$ cat src/rtl/uart_rx_pkg.sv
// Shared types and constants for the UART RX frame counter and sampler.
package uart_rx_pkg;

    typedef enum logic [1:0] {IDLE, COUNT, ERR} state_t;

    localparam int MIN_DATA_BITS = 5;
    localparam int MAX_DATA_BITS = 9;
    localparam int MIN_PRESCALE  = 4;

    // Start bit + data + optional parity + one or two stop bits.
    function automatic int frame_len(input logic [3:0] dl, input logic par, input logic s2);
        return 1 + int'(dl) + int'(par) + (s2 ? 2 : 1);
    endfunction

endpackage

$ cat src/rtl/uart_rx_sample_window.sv
// Mid-bit sampling window decode: mid = P>>1, window covers mid-1..mid+1.
module uart_rx_sample_window #(
    parameter int PRESCALE_WIDTH = 6
) (
    input  logic [PRESCALE_WIDTH-1:0] edge_cnt,
    input  logic [PRESCALE_WIDTH-1:0] prescale,
    output logic                      sample_en,
    output logic                      sample_mid
);

    // One extra bit so mid+1 cannot wrap; P >= 4 keeps mid-1 non-negative.
    logic [PRESCALE_WIDTH:0] mid;
    logic [PRESCALE_WIDTH:0] edge_x;

    assign mid    = {1'b0, prescale} >> 1;
    assign edge_x = {1'b0, edge_cnt};

    assign sample_mid = (edge_x == mid);
    assign sample_en  = (edge_x + 1'b1 >= mid) && (edge_x <= mid + 1'b1);

endmodule

$ cat src/rtl/uart_rx_frame_counter.sv
// Edge and bit-position counter for the UART receiver with runtime frame format.
module uart_rx_frame_counter
    import uart_rx_pkg::*;
#(
    parameter int PRESCALE_WIDTH = 6,
    parameter int MIN_DATA_BITS  = uart_rx_pkg::MIN_DATA_BITS,
    parameter int MAX_DATA_BITS  = uart_rx_pkg::MAX_DATA_BITS,
    parameter int BIT_CNT_WIDTH  = 4
) (
    input  logic                      CLK,
    input  logic                      RST,
    input  logic                      enable,
    input  logic [PRESCALE_WIDTH-1:0] Prescale,
    input  logic [3:0]                data_len,
    input  logic                      PAR_EN,
    input  logic                      stop2,
    output logic [BIT_CNT_WIDTH-1:0]  bit_cnt,
    output logic [PRESCALE_WIDTH-1:0] edge_cnt,
    output logic                      sample_en,
    output logic                      sample_mid,
    output logic                      bit_done,
    output logic                      frame_done,
    output logic                      cfg_err
);

    state_t state, state_next;

    logic [PRESCALE_WIDTH-1:0] p_q;
    logic [3:0]                dl_q;
    logic                      par_q;
    logic                      s2_q;
    logic [BIT_CNT_WIDTH-1:0]  last;
    logic                      cfg_ok;
    logic                      edge_wrap;
    logic                      at_last;
    logic                      win_en;
    logic                      win_mid;

    assign cfg_ok = (Prescale >= PRESCALE_WIDTH'(MIN_PRESCALE))
                 && (data_len >= 4'(MIN_DATA_BITS))
                 && (data_len <= 4'(MAX_DATA_BITS));

    assign last      = BIT_CNT_WIDTH'(frame_len(dl_q, par_q, s2_q) - 1);
    // edge_cnt >= P-1 without forming P-1 in a narrower width.
    assign edge_wrap = ({1'b0, edge_cnt} + 1'b1) >= {1'b0, p_q};
    assign at_last   = (bit_cnt >= last);

    always_ff @(posedge CLK) begin
        if (RST) state <= IDLE;
        else     state <= state_next;
    end

    always_comb begin
        state_next = state;
        case (state)
            IDLE:    if (enable) state_next = cfg_ok ? COUNT : ERR;
            COUNT: begin
                if (!enable)                              state_next = IDLE;
                else if (edge_wrap && at_last && !cfg_ok) state_next = ERR;
            end
            ERR:     if (!enable) state_next = IDLE;
            default: state_next = IDLE;
        endcase
    end

    always_ff @(posedge CLK) begin
        if (RST) begin
            bit_cnt    <= '0;
            edge_cnt   <= '0;
            bit_done   <= 1'b0;
            frame_done <= 1'b0;
            cfg_err    <= 1'b0;
            p_q        <= '0;
            dl_q       <= '0;
            par_q      <= 1'b0;
            s2_q       <= 1'b0;
        end else begin
            bit_done   <= 1'b0;
            frame_done <= 1'b0;
            case (state)
                IDLE: begin
                    bit_cnt  <= '0;
                    edge_cnt <= '0;
                    cfg_err  <= 1'b0;
                    if (enable) begin
                        if (cfg_ok) begin
                            p_q      <= Prescale;
                            dl_q     <= data_len;
                            par_q    <= PAR_EN;
                            s2_q     <= stop2;
                            edge_cnt <= PRESCALE_WIDTH'(1);
                        end else begin
                            cfg_err  <= 1'b1;
                        end
                    end
                end
                COUNT: begin
                    if (!enable) begin
                        bit_cnt  <= '0;
                        edge_cnt <= '0;
                    end else if (!edge_wrap) begin
                        edge_cnt <= edge_cnt + 1'b1;
                    end else begin
                        edge_cnt <= '0;
                        bit_done <= 1'b1;
                        if (!at_last) begin
                            bit_cnt <= bit_cnt + 1'b1;
                        end else begin
                            // Frame boundary: pick up any config change made mid-frame.
                            bit_cnt    <= '0;
                            frame_done <= 1'b1;
                            if (cfg_ok) begin
                                p_q   <= Prescale;
                                dl_q  <= data_len;
                                par_q <= PAR_EN;
                                s2_q  <= stop2;
                            end else begin
                                cfg_err <= 1'b1;
                            end
                        end
                    end
                end
                ERR: begin
                    bit_cnt  <= '0;
                    edge_cnt <= '0;
                    if (!enable) cfg_err <= 1'b0;
                end
                default: begin
                    bit_cnt  <= '0;
                    edge_cnt <= '0;
                end
            endcase
        end
    end

    uart_rx_sample_window #(.PRESCALE_WIDTH(PRESCALE_WIDTH)) u_window (
        .edge_cnt   (edge_cnt),
        .prescale   (p_q),
        .sample_en  (win_en),
        .sample_mid (win_mid)
    );

    always_comb begin
        sample_en  = 1'b0;
        sample_mid = 1'b0;
        if (state == COUNT) begin
            sample_en  = win_en;
            sample_mid = win_mid;
        end
    end

endmodule
$ cat config.mk
export PLATFORM = sky130hd
export DESIGN_NAME = uart_rx_frame_counter
export DESIGN_NICKNAME = d
export VERILOG_FILES = /design/src/rtl/uart_rx_pkg.sv /design/src/rtl/uart_rx_sample_window.sv /design/src/rtl/uart_rx_frame_counter.sv
export SDC_FILE = /design/constraint.sdc
export NUM_CORES = 1
export LEC_CHECK = 0
export ABC_AREA = 1
export BUFFER_PORTS_ARGS = -buffer_cell sky130_fd_sc_hd__buf_2
export CAP_MARGIN = 5
export CORE_MARGIN = 8
export CORE_UTILIZATION = 42
export CTS_CLUSTER_DIAMETER = 150
export DETAILED_ROUTE_END_ITERATION = 7
export MAX_ROUTING_LAYER = met4
export PLACE_DENSITY = 0.74
export SLEW_MARGIN = 15
export SYNTH_ARGS = -nofsm -noshare
export SYNTH_HDL_FRONTEND = slang
export SYNTH_HIERARCHICAL = 1
export SYNTH_SLANG_ARGS = --single-unit
$ cat constraint.sdc
create_clock -name CLK -period 2.32 [get_ports CLK]
set_input_delay 0.116 -clock CLK [delete_from_list [all_inputs] [get_ports CLK]]
set_output_delay 0.116 -clock CLK [all_outputs]
set_load 0.02 [all_outputs]
==> metrics.yaml, run 1 <==
final_layout:
  final_nets: 410
  layout_commonest_cell: "nand2_1"
  post_route_cells_drive_above_1_share: 0.4282
  num_antenna_cells: 0
  most-common-layout-cells: "nand2_1 (51), inv_1 (43), buf_2 (28)"
  syn_to_final_growth_pct: 34.29
  fin_area_um2: 2984
power_and_ir_drop:
  vdd_drop_max_mv: 0.4540
  power.leakage_nw: 1.328
  power.density_nw_per_um2: 633.6
floorplanning:
  fp.dieH_um: 88.74
  die-area_um2: 7874
  rows: 26
  ios: 30
  chipWidth_um: 88.74
  initial_utilization: 0.4351
  core_area_um2: 5107
worst_hold_path:
  holdPathStages: 3
  min_path_type: "input pin to register"
  hp-start: "Prescale[5]"
  min_to: "p_q[5]"
timing:
  rsz0062_at_grt: "true"
  post-route-period-util: 1.098
  setup_viol: 18
  relSlewSlack: 0.6715
  max_freq_mhz: 392.4
  whs_ns: 0.08563
  hold_violations: 0
  min_period_ns: 2.548
  fin_ws_ns: -0.2284
  drv_slew: 0
  fin_worst_skew_ns: 0.009758
  worst_slew_pin_slew_ns: 0.4928
critical_path:
  cp-end-kind: "register"
  cp_cell_sequence: "fa_2 > inv_2 > fa_1 > ha_4 > inv_2 > nor2_1 > o21ai_1 > nand3_1 > nand2_2 > nand2_4 > clkbuf_16 > nand3_2 > a21oi_2"
  rr_worst_depth: 13
  crit_path_start_kind: "register"
  rr_startpoint: "dl_q[0]"
  reg2reg_to: "cfg_err"
  cp.required_ns: 2.54
  cpPeakStageDelay_ns: 0.46
  worstSetupPathType: "register to register"
  slowest_stage: "fa_1"
  reg2reg_slack_ns: -0.23
  cpMostUsedCell: "inv_2"
  worstPathMaxFanout: 6
  cp_data_arrival_time_ns: 2.77
logic_synthesis:
  synth.distinct_cells: 34
  syn_area_um2: 2222
  yosys_warnings: 6
  synth_top_family_by_area: "simple AND/OR/NAND/NOR gates"
  synth-adder-area-share: 0.1869
  seq_area_frac_synth: 0.2432
  synth_fp_nets: 355
  synthCells: 308
  synth_xor_area_frac: 0.04336
  synth_compound_area_frac: 0.1042
  synth-simple-area-share: 0.3086
  muxShareOfSynthArea: 0
  ys_seq_elements: 27
  postSynthAreaPerCell_um2: 7.215
global_routing:
  grtUsageTotal: 0.1467
  grt_pass1_vias: 2156
  grt_overflow: 0
  antenna_found_initial: 0
  grt_pass1_wl_um: 9121
  grt_max_degree: 17
clock_network:
  ctsHoldBuffers: 0
  cts_root_buf: "clkbuf_8"
  clkTransAtPathRegs_ns: 0.10
  h-tree-depth: 1
  cts.sinks: 27
  worstSkewPairLatency_ns: 0.28
  clockBufferDepth: 2
  cts_inserted_buffers: 3
  cts_tree: "built"
placement:
  portBuffers: 29
  dp_hpwl_um: 4050
  post_dp_cell_area_um2: 2554
  routabilityCongestion: 0.7996
drt:
  via_per_inst: 4.972
  firstDrtPassIters: 4
  wirelength_um: 5624
  drc_errors: 0
  drtIter0Drc: 76
  vias: 2148
  ant_nets: 0
  avgRoutedWirePerCell_um: 13.02
run_status:
  status: "finished, violations left"
  violations: "negative setup slack"
job:
  max_cap_viol_count: 0
## flip-flops by register name, summed over array words and instances (netlist names)
name        flops
bit_done        1
frame_done      1
s2_q            1
bit_cnt         4
par_q           1
p_q             6
dl_q            4
state           2
cfg_err         1
edge_cnt        6
## worst max-delay path, delay by kind of cell (launching register included)
family	cells	cell delay, ns
AOI/OAI and AO/OA	2	0.23
adders and majority gates	3	1.15
buffers and inverters	3	0.28
DFF	1	0.35
and+or+nand+nor	5	0.49
## Yosys cell counts, drive strengths merged
library cell | n | area share
nand2 | 73 | 0.15
nand3 | 27 | 0.065
a21oi | 29 | 0.084
clkbuf | 2 | 0.0034
dfxtp | 27 | 0.24
buf | 3 | 0.021
xor2 | 8 | 0.032
clkinv | 1 | 0.0017
or2 | 2 | 0.0056
nand4 | 1 | 0.0028
nor2 | 32 | 0.059
ha | 30 | 0.17
nor3 | 6 | 0.021
inv | 52 | 0.088
o22ai | 1 | 0.0028
and3 | 3 | 0.0096
fa | 2 | 0.018
xnor2 | 3 | 0.012
o211ai | 2 | 0.0068
o21ai | 4 | 0.011
## routing by layer
layer / track usage / vias up / routed length (um)
li1: - / 1089 / -
met1: 0.1746 / 998 / 2484
met2: 0.2527 / 55 / 2848
met3: 0.01486 / 6 / 222
met4: 0.04301 / 0 / 70
met5: - / - / 0
## cells by family after synthesis
family,after synthesis
xor gates and xnor gates,11
buffers and inverters,58
and+or+nand+nor,144
adders and majority gates,32
AOI/OAI and AO/OA,36
DFF,27
## what timing repair did
item	CTS	global route
setup endpoints to repair	18	26
setup buffers	6	4
resized for setup	17	55
gates cloned	0	1
pin swaps	7	24
endpoints found under the hold margin	0	0
## cell type report
type                            instances  area (um^2)
Timing Repair Buffer                   55        395.4
Clock inverter                          1        7.507
Fill cell                             471         2123
Sequential cell                        27        553.0
Multi-Input combinational cell        223         1700
Tap cell                               70        87.58
Inverter                               53        198.9
Clock buffer                            3        41.29
## power by group
part | total, W | switching (W) | internal [W] | leakage [nW]
clock | 0.000287 | 0.000164 | 0.000122 | 0.0217
sequential | 0.000562 | 0.0000498 | 0.000512 | 0.224
combinational | 0.00104 | 0.000584 | 0.000458 | 1.08
total | 0.00189 | 0.000798 | 0.00109 | 1.33
## stage by stage
| step | std cells | worst slack (ns) | utilization | TNS (ns) | power, W |
|---|---|---|---|---|---|
| after floorplan | 308 | -0.1088 | - | -1.125 | 0.001121 |
| after global placement | 420 | -0.1404 | 0.5000 | -1.960 | 0.001317 |
| after detailed placement | 420 | -0.2130 | 0.5000 | -3.048 | 0.001338 |
| after CTS | 430 | -0.1955 | 0.5306 | -3.054 | 0.001739 |
| after global routing | 432 | -0.3392 | 0.5843 | -5.248 | 0.002031 |
| final | 432 | -0.2284 | 0.5843 | -3.388 | 0.001891 |
## worst max path at each step
| stage | from | depth (start not counted) | to |
|---|---|---|---|
| floorplan | s2_q | 15 | s2_q |
| global placement | dl_q[0] | 13 | p_q[4] |
| detailed placement | dl_q[0] | 12 | bit_cnt[3] |
| CTS | dl_q[0] | 13 | p_q[1] |
| global route | dl_q[0] | 13 | p_q[2] |
| finish | dl_q[0] | 13 | cfg_err |
(Power assumes the default switching activity.)
==> inputs of run 2 (changes only) <==
--- a/config.mk
+++ b/config.mk
@@ -5,7 +5,6 @@
 export SDC_FILE = /design/constraint.sdc
 export NUM_CORES = 1
 export LEC_CHECK = 0
-export ABC_AREA = 1
 export BUFFER_PORTS_ARGS = -buffer_cell sky130_fd_sc_hd__buf_2
 export CAP_MARGIN = 5
 export CORE_MARGIN = 8
@@ -13,7 +12,7 @@
 export CTS_CLUSTER_DIAMETER = 150
 export DETAILED_ROUTE_END_ITERATION = 7
 export MAX_ROUTING_LAYER = met4
-export PLACE_DENSITY = 0.74
+export PLACE_DENSITY = 0.71
 export SLEW_MARGIN = 15
 export SYNTH_ARGS = -nofsm -noshare
 export SYNTH_HDL_FRONTEND = slang
==> constraint.sdc (replaced) <==
create_clock -name CLK -period 2.7 [get_ports CLK]
set_input_delay 0.135 -clock CLK [delete_from_list [all_inputs] [get_ports CLK]]
set_output_delay 0.135 -clock CLK [all_outputs]
set_load 0.02 [all_outputs]
==> run 2 against run 1 <==
Compared with the run above:
- the run now ends clean
- via count is 14% lower
- hold slack better by 0.031 ns
- sequential cell count stayed put
- clock skew is 0.0077 ns lower
- sequential power is 23% lower
- final area is 16% lower
- non-clock buffer count is 16 lower
- routed wire length is 17% lower
- synthesized area is 1.4% lower
- critical path type unchanged
- critical endpoint is now dl_q[2]
- largest cell class unchanged
- largest power group is now registers
==> metrics.yaml, run 2 <==
logic_synthesis:
  synth_edf_count: 0  # unchanged
  netlist_top_cells_count: "ha_1 (30), dfxtp_1 (27), nand2b_1 (27)"
  syn_area_um2: 2191  # -1.4%
  synth.distinct_cells: 55  # +62%
  synth_area_leaders: "dfxtp_1 (25%), ha_1 (17%), nand2b_1 (7.7%)"
  yosysMostFrequentCell: "ha_1"
  postSynthAreaPerCell_um2: 8.799  # +22%
  synthCells: 249  # -19%
  yosys_warnings: 6  # unchanged
  ys_seq_elements: 27  # unchanged
  async_flop_share: 0  # unchanged
  synth_fp_nets: 296  # -17%
  synth_area_leader_cell: "dfxtp_1"
  yosysTopAreaCellShare: 0.2467  # +0.003473
  synth-main-ff-cell: "dfxtp_1"
  seq_area_frac_synth: 0.2467  # +0.003473
clock_network:
  cts_tree: "built"
  cts_root_buf: "clkbuf_8"
  cts_setup_buffers: 0  # -6
  ctsHoldBuffers: 0  # unchanged
  worstSkewPairLatency_ns: 0.26  # -0.02 ns
  cts.sinks: 27  # unchanged
  cts_resized: 0  # -17
  clkTransAtPathRegs_ns: 0.09  # about the same
  cts_inserted_buffers: 3  # unchanged
  clockBufferDepth: 2  # unchanged
  h-tree-depth: 1  # unchanged
critical_path:
  cp_data_arrival_time_ns: 2.84  # +0.07 ns
  reg2reg_slack_ns: 0.02  # +0.25 ns
  rr_worst_depth: 9  # -4
  rr_startpoint: "s2_q"
  cp.required_ns: 2.86  # +0.32 ns
  cp-end-kind: "register"
  reg2reg_to: "dl_q[2]"
  worstSetupPathType: "register to register"
  worstPathMaxFanout: 3  # -3
  crit_path_start_kind: "register"
global_routing:
  grt_overflow: 0  # unchanged
  grt_max_degree: 32  # +15
  grt_pass1_vias: 1839  # -15%
  antenna_found_initial: 0  # unchanged
  grtUsageTotal: 0.1360  # -0.01068
  grt_pass1_wl_um: 8445  # -7.4%
floorplanning:
  ios: 30  # unchanged
  chipWidth_um: 88.23  # -0.57%
  initial_utilization: 0.4317  # -0.003375
  rows: 26  # unchanged
  core_area_um2: 5075  # -0.64%
  fp.dieH_um: 88.23  # -0.57%
  die-area_um2: 7784  # -1.1%
final_layout:
  top_regs: "edge_cnt x6, p_q x6"
  fin_util: 0.4943  # -0.08994
  post_route_cells_drive_above_1_share: 0.2085  # -0.2197
  num_antenna_cells: 0  # unchanged
  layout_commonest_cell: "ha_1"
  most-common-layout-cells: "ha_1 (30), buf_2 (29), nand2b_1 (27)"
  multi_input_area_um2: 1513  # -11%
  fillers: 514  # +9.1%
  syn_to_final_growth_pct: 14.51
  final_nets: 331  # -19%
  register_area_um2: 544.3  # -1.6%
placement:
  routabilityCongestion: 0.8161  # +2.1%
  dp_slack_ns: 0.03447  # +0.2475 ns
  dp_hpwl_um: 3675  # -9.3%
  portBuffers: 29  # unchanged
timing:
  relSlewSlack: 0.6696  # -0.001853
  setup_viol: 0  # -18
  fin_worst_skew_ns: 0.002010  # -0.007749 ns
  hold_violations: 0  # unchanged
  fin_setup_tns_ns: 0  # +3.388 ns
  min_period_ns: 2.677  # +0.1283 ns
  fin_ws_ns: 0.02334  # +0.2517 ns
  post-route-period-util: 0.9914  # -0.1071
  rsz0062_at_grt: "true"
  drv_slew: 0  # unchanged
  whs_ns: 0.1165  # +0.03087 ns
  worst_slew_pin_slew_ns: 0.4956  # +0.002779 ns
  max_freq_mhz: 373.6  # -4.8%
run_status:
  status: "complete, no violations"
power_and_ir_drop:
  seqPwrFrac: 0.474  # +0.177
  finalPower_w: 0.0009070  # -52%
  power.leakage_nw: 1.098  # -17%
  vdd_drop_max_mv: 0.2545  # -44%
  power.density_nw_per_um2: 361.6  # -43%
  sw_frac_of_total: 0.3068  # -0.1154
  p_int_w: 0.0006288  # -42%
  comb_power_share: 0.282  # -0.269
  p_clk_frac: 0.245  # +0.093
  power.switching_w: 0.0002782  # -65%
worst_hold_path:
  min_path_type: "input pin to register"
  hp-start: "Prescale[1]"
  holdPathStages: 3  # unchanged
  min_to: "p_q[1]"
drt:
  wirelength_um: 4677  # -17%
  drc_errors: 0  # unchanged
  ant_nets: 0  # unchanged
  via_per_inst: 5.207  # +4.7%
  vias: 1838  # -14%
  firstDrtPassIters: 4  # unchanged
  avgRoutedWirePerCell_um: 13.25  # +1.8%
  drtIter0Drc: 77  # +1.3%
job:
  max_cap_viol_count: 0  # unchanged
run 2: power groups by stage:
stage / Combinational, W / Sequential [W] / Clock (W)
2_1_floorplan: 0.000184 / 0.000440 / 0
3_3_place_gp: 0.000245 / 0.000438 / 0
3_5_place_dp: 0.000251 / 0.000438 / 0
4_1_cts: 0.000252 / 0.000429 / 0.000231
5_1_grt: 0.000285 / 0.000433 / 0.000248
6_report: 0.000256 / 0.000430 / 0.000222
run 2: stage by stage:
stage / std cells / area (um^2)
final: 353 / 2509
after global routing: 353 / 2509
after CTS: 353 / 2495
after detailed placement: 349 / 2449
after global placement: 349 / 2449
after floorplan: 249 / 2191
run 2: final cells by class:
cell class	instances	share of cell area
multi-input cells	189	0.6030
clock inverters	1	0.001995
clock buffers	3	0.01646
well taps	70	0.03491
repair buffers	39	0.09077
flip-flops and latches	27	0.2170
inverters	24	0.03591
run 2: worst max-delay path, cell delays in order (launching register included):
cell and delay, ns:
dfxtp_2 0.34, inv_2 0.05, fa_2 0.36, inv_2 0.06, fa_1 0.40, ha_1 0.28, a2111o_1 0.47, a21boi_2 0.22
a211oi_4 0.07, mux2_1 0.33
run 2: how the worst max path moves through the flow:
stage          startpoint  slack (ns)       to
2_1_floorplan        s2_q        0.12  dl_q[2]
3_3_place_gp         s2_q        0.09  dl_q[2]
3_5_place_dp         s2_q        0.03   p_q[5]
4_1_cts              s2_q        0.02   p_q[4]
5_1_grt              s2_q       -0.05  dl_q[2]
6_report             s2_q        0.02  dl_q[2]
run 2: routing by layer:
metal / routed length [um] / GRT usage / vias to the layer above / share of wire
li1: - / - / 946 / -
met1: 2405 / 0.1781 / 871 / 0.51
met3: 56 / 0.01486 / 2 / 0.012
met4: 39 / 0.02765 / 0 / 0.0083
met2: 2176 / 0.2200 / 19 / 0.47
met5: 0 / - / - / 0
run 2: cell families (layout without fill, tap and decap cells):
logic type / Yosys count / after routing / share of synthesized area
buffers and inverters: 33 / 67 / 0.06396
XOR/XNOR: 13 / 13 / 0.05197
adder cells (fa/ha/maj): 32 / 32 / 0.1896
AO/OA/AOI/OAI: 41 / 41 / 0.1502
multiplexers: 14 / 14 / 0.06453
flip-flops: 27 / 27 / 0.2467
AND/OR/NAND/NOR: 89 / 89 / 0.2330
==> inputs of run 3 (changes only) <==
--- a/config.mk
+++ b/config.mk
@@ -13,6 +13,7 @@
 export DETAILED_ROUTE_END_ITERATION = 7
 export MAX_ROUTING_LAYER = met4
 export PLACE_DENSITY = 0.71
+export RECOVER_POWER = 100
 export SLEW_MARGIN = 15
 export SYNTH_ARGS = -nofsm -noshare
 export SYNTH_HDL_FRONTEND = slang
==> run 3 against run 2 <==
Compared with the run above:
- die area stayed put
- register-to-register slack is essentially flat
- highest routed layer unchanged
- setup slack gained 0.00054 ns
- routed wire length up 0.53%
- fmax about the same
- hold slack worse by 0.00077 ns
- sequential share of layout area rose by 0.21 points
==> metrics.yaml, run 3 (synthesis gave the netlist of run 2 again) <==
drt:
  avgRoutedWirePerCell_um: 13.32  # +0.53%
  vias: 1868  # +1.6%
  via_per_inst: 5.292  # +1.6%
  drc_errors: 0  # unchanged
  drtIter0Drc: 76  # -1.3%
  ant_nets: 0  # unchanged
  wirelength_um: 4702  # +0.53%
  firstDrtPassIters: 4  # unchanged
floorplanning:
  ios: 30  # unchanged
  chipWidth_um: 88.23  # unchanged
  fp.dieH_um: 88.23  # unchanged
  initial_utilization: 0.4317  # unchanged
  core_area_um2: 5075  # unchanged
  rows: 26  # unchanged
  die-area_um2: 7784  # unchanged
critical_path:
  reg2reg_slack_ns: 0.02  # about the same
  reg2reg_to: "dl_q[2]"
  cp-end-kind: "register"
  worstSetupPathType: "register to register"
  worstPathMaxFanout: 3  # unchanged
  endpoint: "dl_q[2]"
  cp_data_arrival_time_ns: 2.84  # about the same
  rr_startpoint: "s2_q"
  crit_path_start_kind: "register"
  worstSetupStartpoint: "s2_q"
  rr_worst_depth: 9  # unchanged
  cp.required_ns: 2.86  # about the same
clock_network:
  cts.sinks: 27  # unchanged
  cts_root_buf: "clkbuf_8"
  clockBufferDepth: 2  # unchanged
  clkTransAtPathRegs_ns: 0.09  # about the same
  h-tree-depth: 1  # unchanged
  cts_tree: "built"
  ctsHoldBuffers: 0  # unchanged
  worstSkewPairLatency_ns: 0.26  # about the same
  cts_inserted_buffers: 3  # unchanged
power_and_ir_drop:
  power.leakage_nw: 1.041  # -5.2%
  power.density_nw_per_um2: 365.0  # +0.95%
  vdd_drop_max_mv: 0.2552  # +0.25%
placement:
  portBuffers: 29  # unchanged
  dp_hpwl_um: 3675  # unchanged
  dp_slack_ns: 0.03447  # unchanged
  routabilityCongestion: 0.8161  # unchanged
global_routing:
  grt_pass1_wl_um: 8445  # unchanged
  grtUsageTotal: 0.1360  # unchanged
  grt_pass1_vias: 1839  # unchanged
  antenna_found_initial: 0  # unchanged
  grt_max_degree: 32  # unchanged
  grt_overflow: 0  # unchanged
job:
  max_cap_viol_count: 0  # unchanged
run_status:
  status: "complete, no violations"
final_layout:
  post_route_cells_drive_above_1_share: 0.1625  # -0.04594
  final_nets: 331  # unchanged
  syn_to_final_growth_pct: 13.42
  num_antenna_cells: 0  # unchanged
  most-common-layout-cells: "ha_1 (30), nand2b_1 (27), dfxtp_1 (24)"
  fillers: 519  # +0.97%
  top_regs: "edge_cnt x6, p_q x6"
  layout_commonest_cell: "ha_1"
timing:
  min_period_ns: 2.676  # -0.0005444 ns
  worst_slew_pin_slew_ns: 0.4972  # +0.001610 ns
  post-route-period-util: 0.9912  # about the same
  fin_worst_skew_ns: 0.002024  # +0.00001424 ns
  max_freq_mhz: 373.7  # about the same
  rsz0062_at_grt: "true"
  setup_viol: 0  # unchanged
  drv_slew: 0  # unchanged
  fin_ws_ns: 0.02389  # +0.0005444 ns
  relSlewSlack: 0.6685  # -0.001073
  whs_ns: 0.1157  # -0.0007690 ns
  hold_violations: 0  # unchanged
worst_hold_path:
  min_path_type: "input pin to register"
-- run 3: cell count changes in the layout (fill, tap and decap cells not counted) --
| cell | change |
|---|---|
| buf_2 | -10 |
| buf_4 | -3 |
| o311ai_0 | +1 |
| o311ai_1 | -1 |
| clkbuf_1 | +13 |
-- run 3: worst min path at each step --
stage,startpoint,end,slack [ns],cells past startpoint
6_report,Prescale[1],p_q[1],0.12,3
5_1_grt,Prescale[1],p_q[1],0.13,3
4_1_cts,Prescale[1],p_q[1],0.12,3
3_5_place_dp,Prescale[1],p_q[1],0.41,3
3_3_place_gp,stop2,s2_q,0.40,3
2_1_floorplan,data_len[3],dl_q[3],0.29,2
-- run 3: critical path, cell delays in order, from the launching register on --
cell and delay [ns]:
dfxtp_2 0.34, inv_2 0.05, fa_2 0.36, inv_2 0.06, fa_1 0.40, ha_1 0.28
a2111o_1 0.47, a21boi_2 0.22, a211oi_4 0.06, mux2_1 0.33
-- run 3: cell type report --
| class | count | area, um^2 | share of cell area |
|---|---|---|---|
| Sequential cell | 27 | 544.3 | 0.2190 |
| Inverter | 24 | 90.09 | 0.03625 |
| Clock buffer | 3 | 41.29 | 0.01662 |
| Clock inverter | 1 | 5.005 | 0.002014 |
| Timing Repair Buffer | 39 | 203.9 | 0.08207 |
| Tap cell | 70 | 87.58 | 0.03525 |
| Multi-Input combinational cell | 189 | 1513 | 0.6088 |
-- run 3: metrics by stage --
step	std cells	cell area, um^2	power (W)	TNS [ns]	utilization
2_1_floorplan	249	2191	0.0006248	0	-
6_report	353	2485	0.0009069	0	0.4896
4_1_cts	353	2495	0.0009122	0	0.4916
3_5_place_dp	349	2449	0.0006898	0	0.4825
3_3_place_gp	349	2449	0.0006831	0	0.4825
5_1_grt	353	2485	0.0009646	-0.3268	0.4896
-- run 3: repair_timing --
item	in CTS	in global routing
setup endpoints to repair	0	17
endpoints found under the hold margin	0	0
setup buffers	0	0
gates resized for setup	0	8
-- run 3: routing by layer --
metal | track usage | share of wire | vias up
met4 | 0.02765 | 0.0083 | 0
met1 | 0.1781 | 0.50 | 892
li1 | - | - | 944
met3 | 0.01486 | 0.021 | 2
met2 | 0.2200 | 0.47 | 30
met5 | - | 0 | -
-- run 3: where the power goes --
group / switching [W] / total [W] / internal, W
logic: 0.000144 / 0.000255 / 0.000111
registers: 0.0000159 / 0.000430 / 0.000414
clock network: 0.000119 / 0.000222 / 0.000103
